### src/rtl/systolic_pkg.sv
// -----------------------------------------------------------------------------
// systolic_pkg
// Shared definitions for the systolic-array sequencer:
//   - default array dimension and maximum reduction length
//   - derived index / length / counter widths
//   - sequencer state type
// -----------------------------------------------------------------------------
package systolic_pkg;

    // Default array dimension (N x N processing elements).
    localparam int N_DEF    = 4;
    // Default maximum reduction length K.
    localparam int KMAX_DEF = 256;

    // Operand index width: addresses k = 0 .. KMAX-1.
    localparam int KW_DEF   = $clog2(KMAX_DEF);
    // Length width: holds K = 0 .. KMAX.
    localparam int LW_DEF   = $clog2(KMAX_DEF + 1);

    // Feed counter width: t never exceeds K+2N-3, so KMAX+2N values are enough.
    function automatic int cnt_width(input int n, input int kmax);
        return $clog2(kmax + 2 * n);
    endfunction

    typedef enum logic [1:0] {
        ST_IDLE  = 2'd0,
        ST_CLEAR = 2'd1,
        ST_FEED  = 2'd2,
        ST_DONE  = 2'd3
    } seq_state_t;

endpackage : systolic_pkg

### src/rtl/systolic_skew.sv
// -----------------------------------------------------------------------------
// systolic_skew
// Skewed operand-index decode for one edge of the array (all N rows of A, or
// all N columns of B). Lane i is active while i <= t < i+K and then reads
// operand element k = t-i, which staggers the wavefront by one cycle per lane.
//
// Ports
//   feed_i  in   1       sequencer is in the FEED state
//   t_i     in   TW      feed cycle counter
//   k_i     in   LW      reduction length K of the current pass
//   idx_o   out  N*KW    per-lane k index, lane i at [i*KW +: KW]; 0 when idle
//   vld_o   out  N       per-lane valid
// -----------------------------------------------------------------------------
module systolic_skew
    import systolic_pkg::*;
#(
    parameter int N    = N_DEF,
    parameter int KMAX = KMAX_DEF,
    parameter int KW   = $clog2(KMAX),
    parameter int LW   = $clog2(KMAX + 1),
    parameter int TW   = cnt_width(N, KMAX)
) (
    input  logic            feed_i,
    input  logic [TW-1:0]   t_i,
    input  logic [LW-1:0]   k_i,
    output logic [N*KW-1:0] idx_o,
    output logic [N-1:0]    vld_o
);

    for (genvar i = 0; i < N; i++) begin : g_lane
        localparam logic [TW-1:0] LANE = TW'(i);

        logic [TW-1:0] off;
        logic          in_win;

        // off wraps when t < i, so the t >= i term must gate the window test.
        assign off    = t_i - LANE;
        assign in_win = feed_i && (t_i >= LANE) && (off < TW'(k_i));

        assign vld_o[i]            = in_win;
        // off < K <= KMAX inside the window, so the low KW bits are exact.
        assign idx_o[i*KW +: KW]   = in_win ? off[KW-1:0] : '0;
    end

endmodule : systolic_skew

### src/rtl/systolic_seq.sv
// -----------------------------------------------------------------------------
// systolic_seq
// Sequencer for an N x N output-stationary systolic array. One pass clears the
// array, streams K skewed operand indices into the west (A rows) and north
// (B columns) edges, then flags the accumulators as holding a full result.
// All outputs are decoded from registered state only.
//
// Ports
//   clk          in   1       clock, rising edge
//   rst          in   1       synchronous active-high reset
//   start_i      in   1       start a pass (sampled only in IDLE)
//   k_len_i      in   LW      reduction length, saturated to KMAX on capture
//   busy_o       out  1       not IDLE
//   done_o       out  1       one-cycle completion pulse (DONE state)
//   res_vld_o    out  1       accumulators hold a complete result
//   array_clr_o  out  1       clear pulse for every PE register
//   a_idx_o      out  N*KW    per-row A index, lane i at [i*KW +: KW]
//   a_vld_o      out  N       per-row A valid
//   b_idx_o      out  N*KW    per-column B index, lane j at [j*KW +: KW]
//   b_vld_o      out  N       per-column B valid
// -----------------------------------------------------------------------------
module systolic_seq
    import systolic_pkg::*;
#(
    parameter int N    = N_DEF,
    parameter int KMAX = KMAX_DEF,
    localparam int KW  = $clog2(KMAX),
    localparam int LW  = $clog2(KMAX + 1),
    localparam int TW  = cnt_width(N, KMAX)
) (
    input  logic            clk,
    input  logic            rst,
    input  logic            start_i,
    input  logic [LW-1:0]   k_len_i,
    output logic            busy_o,
    output logic            done_o,
    output logic            res_vld_o,
    output logic            array_clr_o,
    output logic [N*KW-1:0] a_idx_o,
    output logic [N-1:0]    a_vld_o,
    output logic [N*KW-1:0] b_idx_o,
    output logic [N-1:0]    b_vld_o
);

    seq_state_t    state_q, state_d;
    logic [TW-1:0] t_q, t_d;
    logic [LW-1:0] k_q, k_d;
    logic          res_vld_q, res_vld_d;

    logic [LW-1:0] k_sat;
    logic [TW-1:0] t_last;
    logic          feed;

    assign k_sat  = (k_len_i > LW'(KMAX)) ? LW'(KMAX) : k_len_i;

    // Last feed cycle is K+2N-3: the final product reaches PE(N-1,N-1) after
    // K-1 operand steps plus 2(N-1) cycles of skew. Only used when K > 0.
    assign t_last = TW'(k_q) + TW'(2 * N - 2) - TW'(1);

    // -------------------------------------------------------------------------
    // Next-state / counter logic
    // -------------------------------------------------------------------------
    always_comb begin
        // NOTE: every signal gets a default before the case so no path leaves
        // it unassigned; otherwise synthesis infers a latch to hold the value.
        state_d   = state_q;
        t_d       = t_q;
        k_d       = k_q;
        res_vld_d = res_vld_q;

        case (state_q)
            ST_IDLE: begin
                if (start_i) begin
                    k_d       = k_sat;
                    t_d       = '0;
                    res_vld_d = 1'b0;
                    state_d   = ST_CLEAR;
                end
            end

            ST_CLEAR: begin
                t_d = '0;
                if (k_q == '0) begin
                    res_vld_d = 1'b1;
                    state_d   = ST_DONE;
                end else begin
                    state_d   = ST_FEED;
                end
            end

            ST_FEED: begin
                if (t_q == t_last) begin
                    t_d       = '0;
                    res_vld_d = 1'b1;
                    state_d   = ST_DONE;
                end else begin
                    t_d = t_q + TW'(1);
                end
            end

            ST_DONE: begin
                // start_i is deliberately ignored here; it is honoured in the
                // IDLE cycle that follows.
                state_d = ST_IDLE;
            end

            default: begin
                state_d = ST_IDLE;
            end
        endcase
    end

    // -------------------------------------------------------------------------
    // State registers
    // -------------------------------------------------------------------------
    always_ff @(posedge clk) begin
        // NOTE: non-blocking assignments so every flop samples the pre-edge
        // value of its inputs, independent of statement order.
        if (rst) begin
            state_q   <= ST_IDLE;
            t_q       <= '0;
            k_q       <= '0;
            res_vld_q <= 1'b0;
        end else begin
            state_q   <= state_d;
            t_q       <= t_d;
            k_q       <= k_d;
            res_vld_q <= res_vld_d;
        end
    end

    // -------------------------------------------------------------------------
    // Moore outputs
    // -------------------------------------------------------------------------
    assign feed        = (state_q == ST_FEED);
    assign busy_o      = (state_q != ST_IDLE);
    assign done_o      = (state_q == ST_DONE);
    assign array_clr_o = (state_q == ST_CLEAR);
    assign res_vld_o   = res_vld_q;

    // A rows and B columns share the same skew rule and timing.
    systolic_skew #(
        .N    (N),
        .KMAX (KMAX),
        .KW   (KW),
        .LW   (LW),
        .TW   (TW)
    ) u_skew_a (
        .feed_i (feed),
        .t_i    (t_q),
        .k_i    (k_q),
        .idx_o  (a_idx_o),
        .vld_o  (a_vld_o)
    );

    systolic_skew #(
        .N    (N),
        .KMAX (KMAX),
        .KW   (KW),
        .LW   (LW),
        .TW   (TW)
    ) u_skew_b (
        .feed_i (feed),
        .t_i    (t_q),
        .k_i    (k_q),
        .idx_o  (b_idx_o),
        .vld_o  (b_vld_o)
    );

endmodule : systolic_seq

### config.mk
export PLATFORM = sky130hd
export DESIGN_NAME = systolic_seq
export DESIGN_NICKNAME = d
export VERILOG_FILES = /design/src/rtl/systolic_pkg.sv /design/src/rtl/systolic_skew.sv /design/src/rtl/systolic_seq.sv
export SDC_FILE = /design/constraint.sdc
export NUM_CORES = 1
export LEC_CHECK = 0
export CAP_MARGIN = 40
export CORE_UTILIZATION = 35
export CTS_CLUSTER_DIAMETER = 120
export DETAILED_ROUTE_END_ITERATION = 8
export PLACE_DENSITY = 0.65
export RECOVER_POWER = 50
export SKIP_CTS_REPAIR_TIMING = 1
export SLEW_MARGIN = 15
export SYNTH_ARGS = -nofsm -noshare
export SYNTH_HDL_FRONTEND = slang
export SYNTH_HIERARCHICAL = 1
export SYNTH_SLANG_ARGS = --single-unit
### constraint.sdc
create_clock -name clk -period 13.2 [get_ports clk]
set_input_delay 3.96 -clock clk [delete_from_list [all_inputs] [get_ports clk]]
set_output_delay 3.96 -clock clk [all_outputs]
set_load 0.03 [all_outputs]
Yosys cells after proc, flatten, opt, wreduce, memory -nomap -nowiden
Index checks and enable logic that the tools add are counted.
{"block": "classes", "n_addsub": 6, "magnitude_cmp": 9, "eq_ne": 7, "muxes": 16, "n_reduce_logical": 16}
{"operator": "$lt 9x9->1", "count": 4}
{"operator": "$mux 8", "count": 4}
{"operator": "$mux 9", "count": 3}
{"operator": "$pmux 9 s3", "count": 1}
{"operator": "$ge 9x1->1 const B", "count": 2}
{"operator": "$ge 9x2->1 const B", "count": 2}
{"operator": "$sub 9x1->9 const B", "count": 2}
{"operator": "$sub 9x2->9 const B", "count": 2}
{"operator": "$add 9x1->9 const B", "count": 1}
{"operator": "$add 9x3->9 const B", "count": 1}
{"operator": "$eq 9x9->1", "count": 1}
{"operator": "$gt 9x9->1 const B", "count": 1}
{"operator": "$logic_not 9->1", "count": 1}
{"operator": "$logic_and 1x1->1", "count": 8}
{"operator": "$pmux 2 s4", "count": 1}
{"operator": "$reduce_and 2->1", "count": 3}
{"operator": "$eq 2x2->1 const B", "count": 2}
{"operator": "$mux 1", "count": 4}
{"operator": "$mux 2", "count": 2}
{"operator": "$ne 2x2->1 const B", "count": 2}
{"operator": "$reduce_and 4->1", "count": 1}
{"operator": "$pmux 1 s3", "count": 1}
{"operator": "$reduce_bool 3->1", "count": 1}
{"operator": "$eq 2x1->1 const B", "count": 1}
{"operator": "other kinds (3)", "count": 3}
{"block": "word_totals", "regBits": 21, "in_bits": 12, "output_inout_bits": 76}

Longest topological paths before layout
Gate-level depths: netlist of the first run.
{"block": "logic_depth", "word_depth": 5, "mapped_depth": 13, "mapped_depth_nobuf": 11}

By module
Netlist of the first run, hierarchy kept.
{"mod": "systolic_skew (u_skew_a)", "n_inst": 1, "cells_each": 216, "area_per_inst_um2": 1696.6, "seq_area_each_um2": 0.0}
{"mod": "systolic_skew (u_skew_b)", "n_inst": 1, "cells_each": 194, "area_per_inst_um2": 1448.9, "seq_area_each_um2": 0.0}
{"mod": "systolic_seq", "n_inst": 1, "cells_each": 155, "area_per_inst_um2": 1257.5, "seq_area_each_um2": 420.4}

Least setup slack after synthesis of the first run
No wires, ideal clock.
{"block": "synth_path", "kind": "reg-to-output", "startpoint": "register t_q[1]", "endpoint": "output a_idx_o[16]", "arrival_ns": 3.373, "path_slack_ns": 5.867, "path_stages_with_launch": 12, "cell_sequence": "dfxtp_1 inv_1 ha_1 nor3b_4 nand2_1 xor2_1 inv_1 ha_1 and3_1 o21ai_1 nand3_1 a211oi_1"}
{"block": "synth_via", "elab_chain_cells": 4}
{"item": "start, declared", "line_no": "systolic_seq.sv:46", "source": "logic [TW-1:0] t_q, t_d;"}
{"item": "start signal, assigned", "line_no": "systolic_seq.sv:126", "source": "t_q <= t_d;"}
{"item": "$sub 9x2->9 or $ge 9x2->1 (tied branches)", "line_no": "systolic_skew.sv:37, systolic_skew.sv:38"}
{"item": "$lt 9x9->1 or $logic_and 1x1->1 (tied branches)", "line_no": "systolic_skew.sv:38", "source": "assign in_win = feed_i && (t_i >= LANE) && (off < TW'(k_i));"}
{"item": "$logic_and 1x1->1 (*)", "line_no": "systolic_skew.sv:38"}
{"item": "$mux 8 (*)", "line_no": "systolic_skew.sv:42", "source": "assign idx_o[i*KW +: KW] = in_win ? off[KW-1:0] : '0;"}
{"item": "end, declared", "line_no": "systolic_seq.sv:39", "source": "output logic [N*KW-1:0] a_idx_o,"}
Mark *: on every way between the ends. The rest lies on a longest branch, timed or not.

Worst setup path after layout of the first run
Ends and elaborated chain as after synthesis.

==> metrics.md, run 1 <==
| Metric | Value |
|---|---|
| Filler Cell Count | 1190 |
| DRT antenna net count | 0 |
| Synth Register Bits | 21 |
| DP Wirelength | 9570 um |
| Post-Syn Instances | 565 |
| Share of post-route cells with drive strength above 1 | 5.07% |
| Worst EP arrival | 4710 ps |
| CP Data Required Time | 9240 ps |
| CTS sink cnt | 21 |
| Initial Util | 36.2% |
| Synth top area cells | ha_1 24%, dfxtp_1 9.5%, xor2_1 6.0% |
| Clock tree buffer depth | 2 |
| Clock latency on the worst-skew pair | 250 ps |
| Post-synth EDFFs | 0 |
| Top cells by count, synth | 85 x ha_1, 42 x inv_1, 38 x a21oi_1, 36 x nor2_1, 35 x nand2_1 |
| Mean post-synth cell area | 7.79 sq um |
| Reg2reg end | t_q[5] |
| Largest net degree at the start of global routing | 27 |
| Crit end category | output port |
| Synth async-reset ratio | 0% |
| CP Launch Type | flop |
| Period utilization | 65.7% |
| Rows | 40 |
| Fin. max-slew vios | 0 |
| First-pass GRT wire length | 19400 um |
| Die X-Extent | 114 um |
| Crit path max fanout | 13 |
| Die Area | 13000 sq um |
| WHS | 470 ps |
| Clk slew on worst S/H paths | 60 ps |
| Fin nets | 729 |
| Reg-to-Reg Start | t_q[3] |
| Post-synth top area share | 24.2% |
| Cell family with most CP delay | buffers and inverters |
| Total track usage | 18.4% |
| Final Hold Violating Endpoints | 0 |
| DR WL/cell | 15.2 um |
| Unrepaired setup endpoints after global routing | no |
| Area of the mapped netlist | 4400 sq um |
| Core Util, Final | 44.5% |
| Residual DRC count | 0 |
| Slowest cell on crit path | clkdlybuf4s50_1 |
| I/O pins | 88 |
| Cells on worst reg2reg path | 7 |
| Yosys warns | 6 |
| Syn nets | 662 |
| Vias in the first global route | 3918 |
| CP peak stage delay | 720 ps |
| Ys flop type | dfxtp_1 |
| Measured slew at the worst slew-check pin | 1010 ps |
| TritonCTS clock tree | yes |
| Worst hold start | t_q[0] |
| Final WL | 12200 um |
| Max frequency | 0.115 GHz |
| DR vias | 4261 |
| Max-slew headroom | 32.3% |
| Setup TNS Final | 0 ps |
| Syn-to-layout area delta | 22.9% |
| PortBufs | 87 |
| CTS root buf | clkbuf_16 |
| Most common cell in the synthesized netlist | ha_1 |
| Setup Skew | 1.85 ps |
| Worst path cell trace | clkbuf_1, inv_1, ha_1, nor3b_4, nand2_1, xor2_1, inv_1, ha_1, and3_1, o21ai_1, nand3_1, a211oi_1, clkdlybuf4s50_1 |
| Core Box Area | 12200 sq um |
| Max Cap Violations | 0 |
| R2r setup slk | 10430 ps |
| CTS buffer count | 3 |
| Outcome | complete, no violations |
| Count of different cell masters after synthesis | 73 |
| Hold Crit Depth | 2 |
| Register area share after synthesis | 9.55% |
| Initial antenna violation count | 0 |
| Pleak | 2.17 nW |
| Worst setup path category | reg2out |
| Final setup fails | 0 |
| PwrDens | 74.8 nW/um^2 |
| Ant diodes | 0 |
| Grt ovf | 0 |
| Yosys top cell by area | ha_1 |
| WHS Endpoint | t_q[0] |
| CP bufs+invs | 4 |
| Crit path depth | 13 |
| Drt first-iter violations | 252 |
| Die Ht | 114 um |
| Minimum clock period | 8670 ps |
| Placer Congestion | 0.867 |
| Via/cell ratio | 5.33 |
| # H-tree levels | 1 |
| First drt pass iteration count | 4 |
| Worst Hold Class | reg2reg |
| Maximum vdd drop | 0.000141 V |
==> how the worst max path moves through the flow <==
stage               startpoint          end  slack (ps)
finish                  t_q[1]  a_idx_o[16]        4530
global route            t_q[1]  a_idx_o[16]        4200
CTS                     t_q[1]  a_idx_o[16]        4980
detailed placement      t_q[1]  a_idx_o[16]        5250
global placement        t_q[1]  a_idx_o[17]        5360
floorplan               t_q[1]  a_idx_o[16]        5870
==> cells by family (layout without fill, tap and decap cells) <==
family / count (synthesis) / after routing / share of synthesized area [%]
xor+xnor: 56 / 56 / 11.5
flops: 21 / 21 / 9.55
compound gates: 103 / 103 / 16.0
fa+ha+maj: 85 / 85 / 24.2
mux: 1 / 1 / 0.227
simple gates: 224 / 224 / 30.6
buf+inv: 75 / 141 / 8.01
==> metrics by stage <==
step                      area [sq um]  std cells  power, mW  setup WS, ps
after floorplan                   4400        565      0.280          5870
after global placement            5350        795      0.339          5360
after detailed placement          5350        795      0.347          5250
after CTS                         5430        799      0.414          4980
after global routing              5410        799      0.440          4200
final                             5410        799      0.405          4530
==> layout by cell type, fill, tap and decap left out, types with 4 or more instances in the layout <==
master / synthesis / layout
ha_1: 85 / 85
clkdlybuf4s50_1: 0 / 61
inv_1: 42 / 42
a21oi_1: 38 / 39
nor2_1: 36 / 36
nand2_1: 35 / 35
xor2_1: 30 / 30
dlygate4sd3_1: 0 / 26
xnor2_1: 24 / 24
nand3_1: 22 / 22
nor2b_1: 21 / 21
dfxtp_1: 21 / 21
nor3_1: 15 / 15
nor3b_1: 15 / 15
a211oi_1: 12 / 13
a21o_1: 13 / 13
nand4_1: 11 / 11
and2_1: 10 / 10
o21ai_0: 8 / 9
nand2b_1: 8 / 8
buf_4: 9 / 7
a31oi_1: 6 / 6
and4_1: 6 / 6
and3_1: 5 / 5
nand4b_1: 4 / 4
nor4b_1: 4 / 4
==> state kept, by name, indices dropped and copies added, names as in the netlist <==
signal and cells:
state_q 2, res_vld_o 1, k_q 9, t_q 9
==> layout make-up <==
cell class	instances	area, sq um	area share (%)
inverters	42	158	2.91
multi-input cells	469	3620	66.8
well taps	168	210	3.88
repair buffers	95	927	17.1
flip-flops and latches	21	420	7.77
clock buffers	4	78.8	1.46
==> tightest hold or removal path, stage by stage, from the launching register on <==
cell	delay (ps)
dfxtp_1	320
nand2_1	50
a21oi_1	50
==> power breakdown <==
group          internal, mW  total, mW  leakage, nW  switching [mW]
registers            0.0724     0.0866        0.170          0.0142
logic                0.0959      0.253         1.96           0.157
clock network        0.0412     0.0656       0.0382          0.0244
total                 0.210      0.405         2.17           0.195
==> layer usage <==
layer / routed length, um / vias up / GRT usage (%)
li1: - / 2130 / -
met1: 5920 / 2004 / 25.3
met2: 5550 / 109 / 30.7
met3: 508 / 18 / 1.85
met4: 207 / 0 / 4.85
met5: 0 / - / 0
Power figures use the tool's default switching activity.
==> run 2: changes to the inputs <==
==> constraint.sdc (replaced) <==
create_clock -name clk -period 9 [get_ports clk]
set_input_delay 2.7 -clock clk [delete_from_list [all_inputs] [get_ports clk]]
set_output_delay 2.7 -clock clk [all_outputs]
set_load 0.03 [all_outputs]
==> run 2 against run 1 <==
Worst hold slack better by 9.9 ps. Sequential share of layout area unchanged. Core utilization unchanged. First-iteration DRC count up 33%. Cell count unchanged. Non-clock buffer count unchanged. Total power up 48%. Sequential power up 50%. Critical endpoint unchanged. Largest power group unchanged.
==> metrics.md, run 2 (synthesis gave the netlist of run 1 again) <==
| Metric | Value |
|---|---|
| Final Hold Violating Endpoints | 0 |
| Outcome | complete, no violations |
| Ant diodes | 0 |
| CP Data Required Time | 6300 ps |
| Die Area | 13000 sq um |
| Worst path cell trace | clkbuf_1, inv_1, ha_1, nor3b_4, nand2_1, xor2_1, inv_1, ha_1, and3_1, o21ai_1, nand3_1, a211oi_1, clkdlybuf4s50_1 |
| CTS root buf | clkbuf_16 |
| TritonCTS clock tree | yes |
| Share of post-route cells with drive strength above 1 | 5.07% |
| Clock tree buffer depth | 2 |
| Rows | 40 |
| Initial antenna violation count | 0 |
| Crit path max fanout | 19 |
| Placer Congestion | 0.855 |
| Vias in the first global route | 3931 |
| Max-slew headroom | 46.5% |
| Fin area | 5410 sq um |
| Clock latency on the worst-skew pair | 250 ps |
| CP peak stage delay | 840 ps |
| I/O pins | 88 |
| Most frequent cells in the layout | 85 x ha_1, 60 x clkdlybuf4s50_1, 42 x inv_1, 39 x a21oi_1, 36 x nor2_1 |
| Dpl cells | 795 |
| Fin nets | 729 |
| Pleak | 2.18 nW |
| CTS sink cnt | 21 |
| Setup Skew | 1.05 ps |
| Most common cell after layout, fill and taps aside | ha_1 |
| Slowest cell on crit path | dfxtp_1 |
| Unrepaired setup endpoints after global routing | no |
| Worst Hold Class | reg2reg |
| Minimum clock period | 7430 ps |
| Worst setup path category | reg2out |
| Core Box Area | 12200 sq um |
| Max Cap Violations | 0 |
| DRT antenna net count | 0 |
| DR WL/cell | 15.6 um |
| Placed cell areas | 5350 sq um |
| Fin. max-slew vios | 0 |
| Grt ovf | 0 |
| Max frequency | 0.135 GHz |
| Dpl ws | 2200 ps |
| Crit end category | output port |
| Largest net degree at the start of global routing | 27 |
| Final setup fails | 0 |
| DP Wirelength | 9660 um |
| Die X-Extent | 114 um |
| Via/cell ratio | 5.30 |
| Total track usage | 18.7% |
| WHS | 480 ps |
| Core Util, Final | 44.5% |
| Drt first-iter violations | 334 |
| R2r setup slk | 6250 ps |
| Post-Layout Cell Count | 799 |
| # H-tree levels | 1 |
| First-pass GRT wire length | 19700 um |
| Syn-to-layout area delta | 22.9% |
| Maximum vdd drop | 0.000160 V |
| Largest regs | k_q x9, t_q x9, state_q x2 |
| CTS buffer count | 3 |
| First drt pass iteration count | 4 |
| Residual DRC count | 0 |
| Tot Pwr | 0.597 mW |
| PwrDens | 110 nW/um^2 |
| Final WL | 12500 um |
| Measured slew at the worst slew-check pin | 802 ps |
| DR vias | 4238 |
| Worst EP arrival | 4730 ps |
| Clk slew on worst S/H paths | 60 ps |
| CP Launch Type | flop |
| Post-route setup slack | 1570 ps |
| Filler Cell Count | 1187 |
| Period utilization | 82.6% |
| Setup TNS Final | 0 ps |
| PortBufs | 87 |
| Initial Util | 36.2% |
| Die Ht | 114 um |
[run 2: final cells by class]
cell class                      instances  area (sq um)  area share [%]
Tap cell                              168           210            3.88
Timing Repair Buffer                   95           927            17.1
Multi-Input combinational cell        469          3620            66.8
Clock buffer                            4          78.8            1.46
Sequential cell                        21           420            7.77
Inverter                               42           158            2.91
[run 2: worst max-delay path: cells and delay by family, from the launching register on]
kind	cells	cell delay, ps
buffers and inverters	4	1480
AOI/OAI and AO/OA	2	570
adders and majority gates	2	580
and+or+nand+nor	4	780
xor gates and xnor gates	1	230
DFF	1	840
[run 2: final timing paths]
kind | start | cells after the start | to
hold reg to reg | res_vld_o | 2 | res_vld_o
hold / removal | res_vld_o | 2 | res_vld_o
setup reg to reg | t_q[3] | 7 | t_q[5]
setup / recovery | t_q[2] | 13 | a_idx_o[16]
[run 2: layer usage]
layer	GRT usage [%]	routed length [um]
met2	32.6	5850
met3	1.43	542
met5	0	0
met4	3.29	105
met1	25.4	5970
[run 2: report_power, final]
group | internal (mW) | switching (mW)
logic | 0.142 | 0.230
registers | 0.106 | 0.0237
clock network | 0.0604 | 0.0346
==> run 3: changes to the inputs <==
--- a/config.mk
+++ b/config.mk
@@ -9,7 +9,7 @@
 export CORE_UTILIZATION = 35
 export CTS_CLUSTER_DIAMETER = 120
 export DETAILED_ROUTE_END_ITERATION = 8
-export PLACE_DENSITY = 0.65
+export PLACE_DENSITY = 0.67
 export RECOVER_POWER = 50
 export SKIP_CTS_REPAIR_TIMING = 1
 export SLEW_MARGIN = 15
==> constraint.sdc (replaced) <==
create_clock -name clk -period 6.6 [get_ports clk]
set_input_delay 1.98 -clock clk [delete_from_list [all_inputs] [get_ports clk]]
set_output_delay 1.98 -clock clk [all_outputs]
set_load 0.03 [all_outputs]
==> run 3 against run 2 <==
Non-clock buffer count did not move. Largest power group unchanged. Critical path depth is 1 lower. Clock power up 36%. Critical endpoint is now b_idx_o[21].
==> metrics.md, run 3 (synthesis gave the netlist of run 1 again) <==
| Metric | Value |
|---|---|
| Outcome | complete, no violations |
| Worst Hold Class | reg2reg |
| Total track usage | 19.3% |
| Largest regs | k_q x9, t_q x9, state_q x2 |
| DRT antenna net count | 0 |
| Residual DRC count | 0 |
| Worst EP arrival | 4230 ps |
| First drt pass iteration count | 5 |
| Unrepaired setup endpoints after global routing | no |
| First-pass GRT wire length | 20300 um |
| Die X-Extent | 114 um |
| PortBufs | 87 |
| Clock tree buffer depth | 2 |
| Most common cell after layout, fill and taps aside | ha_1 |
| DR WL/cell | 15.7 um |
| Largest net degree at the start of global routing | 20 |
| Share of post-route cells with drive strength above 1 | 5.07% |
| R2r setup slk | 3850 ps |
| Initial Util | 36.2% |
| WHS | 472 ps |
| Grt ovf | 0 |
| Reg-to-Reg Start | k_q[0] |
| TritonCTS clock tree | yes |
| Core Box Area | 12200 sq um |
| CTS sink cnt | 21 |
| # H-tree levels | 1 |
| I/O pins | 88 |
| Max frequency | 0.161 GHz |
| DP Wirelength | 9870 um |
| Ant diodes | 0 |
| Initial antenna violation count | 0 |
| Pleak | 2.17 nW |
| Fin nets | 729 |
| CTS root buf | clkbuf_16 |
| Crit path max fanout | 16 |
| Worst setup path category | reg2out |
| DR vias | 4273 |
| CP Data Required Time | 4620 ps |
| Maximum vdd drop | 0.000274 V |
| CP startpoint | t_q[2] |
| Placer Congestion | 0.877 |
| Final setup fails | 0 |
| Clock latency on the worst-skew pair | 260 ps |
| Post-Layout Cell Count | 799 |
| Worst Setup EP | b_idx_o[21] |
| Cells on worst reg2reg path | 7 |
| Max Cap Violations | 0 |
| PwrDens | 150 nW/um^2 |
| Via/cell ratio | 5.35 |
| Syn-to-layout area delta | 22.9% |
| CTS buffer count | 3 |
| Reg2reg end | res_vld_o |
| Fin. max-slew vios | 0 |
| Die Area | 13000 sq um |
| Crit end category | output port |
| Dpl cells | 795 |
| Die Ht | 114 um |
| Vias in the first global route | 4132 |
| Period utilization | 94.1% |
| Final Hold Violating Endpoints | 0 |
| Clk slew on worst S/H paths | 60 ps |
| Most frequent cells in the layout | 85 x ha_1, 62 x clkdlybuf4s50_1, 42 x inv_1, 39 x a21oi_1, 36 x nor2_1 |
| Rows | 40 |
| Setup Skew | 3.75 ps |
| Measured slew at the worst slew-check pin | 934 ps |
| Max-slew headroom | 37.1% |
| Minimum clock period | 6210 ps |
| Drt first-iter violations | 218 |
| CP Launch Type | flop |
| Final WL | 12500 um |
| Setup TNS Final | 0 ps |
[run 3: cell types whose count changed in the layout (fill, tap and decap cells not counted)]
cell	before	now
clkdlybuf4s50_1	60	62
o21ai_0	8	9
o21ai_1	4	3
dlygate4sd3_1	27	25
[run 3: per-layer routing]
metal / vias to the layer above / global-route usage, % / routed length [um]
li1: 2123 / - / -
met1: 2017 / 25.4 / 5800
met2: 118 / 33.9 / 6010
met3: 15 / 1.32 / 578
met4: 0 / 4.85 / 151
met5: - / 0 / 0
[run 3: power breakdown]
part | total (mW) | leakage, nW | internal, mW | switching [mW]
Clock | 0.129 | 0.0382 | 0.0823 | 0.0464
Sequential | 0.177 | 0.170 | 0.145 | 0.0327
Combinational | 0.505 | 1.96 | 0.193 | 0.312
[run 3: cell type report]
cell class	instances	area, sq um
inverter	42	158
clock buffer	4	78.8
fill	1227	6750
multi-input combinational	469	3620
tap	168	210
timing repair buffer	95	927
sequential	21	420
[run 3: metrics by stage]
stage | util [%] | area (sq um) | setup slack, ps | total power, mW
after detailed placement | 44.0 | 5350 | 703 | 0.695
after floorplan | - | 4400 | 1250 | 0.560
after CTS | 44.6 | 5430 | 421 | 0.828
final | 44.5 | 5410 | 390 | 0.811
after global routing | 44.5 | 5410 | 24.4 | 0.878
after global placement | 44.0 | 5350 | 802 | 0.674
[run 3: critical path, cell delays in order, from the launching register on]
cell and delay, ps:
dfxtp_1 750, buf_4 340, nor3_2 80, nand2b_1 170, nor2_1 80, xor2_1 180, ha_1 330, a211oi_1 290
nor2_1 100, nor4b_1 250, nand4_1 440, nor2b_1 260, clkdlybuf4s50_1 700
[run 3: worst min path at each step]
| stage | startpoint | end | slack, ps | cells after the start |
|---|---|---|---|---|
| 2_1_floorplan | k_q[8] | k_q[8] | 490 | 2 |
| 3_3_place_gp | res_vld_o | res_vld_o | 470 | 2 |
| 3_5_place_dp | res_vld_o | res_vld_o | 470 | 2 |
| 4_1_cts | res_vld_o | res_vld_o | 480 | 2 |
| 5_1_grt | res_vld_o | res_vld_o | 530 | 2 |
| 6_report | res_vld_o | res_vld_o | 470 | 2 |
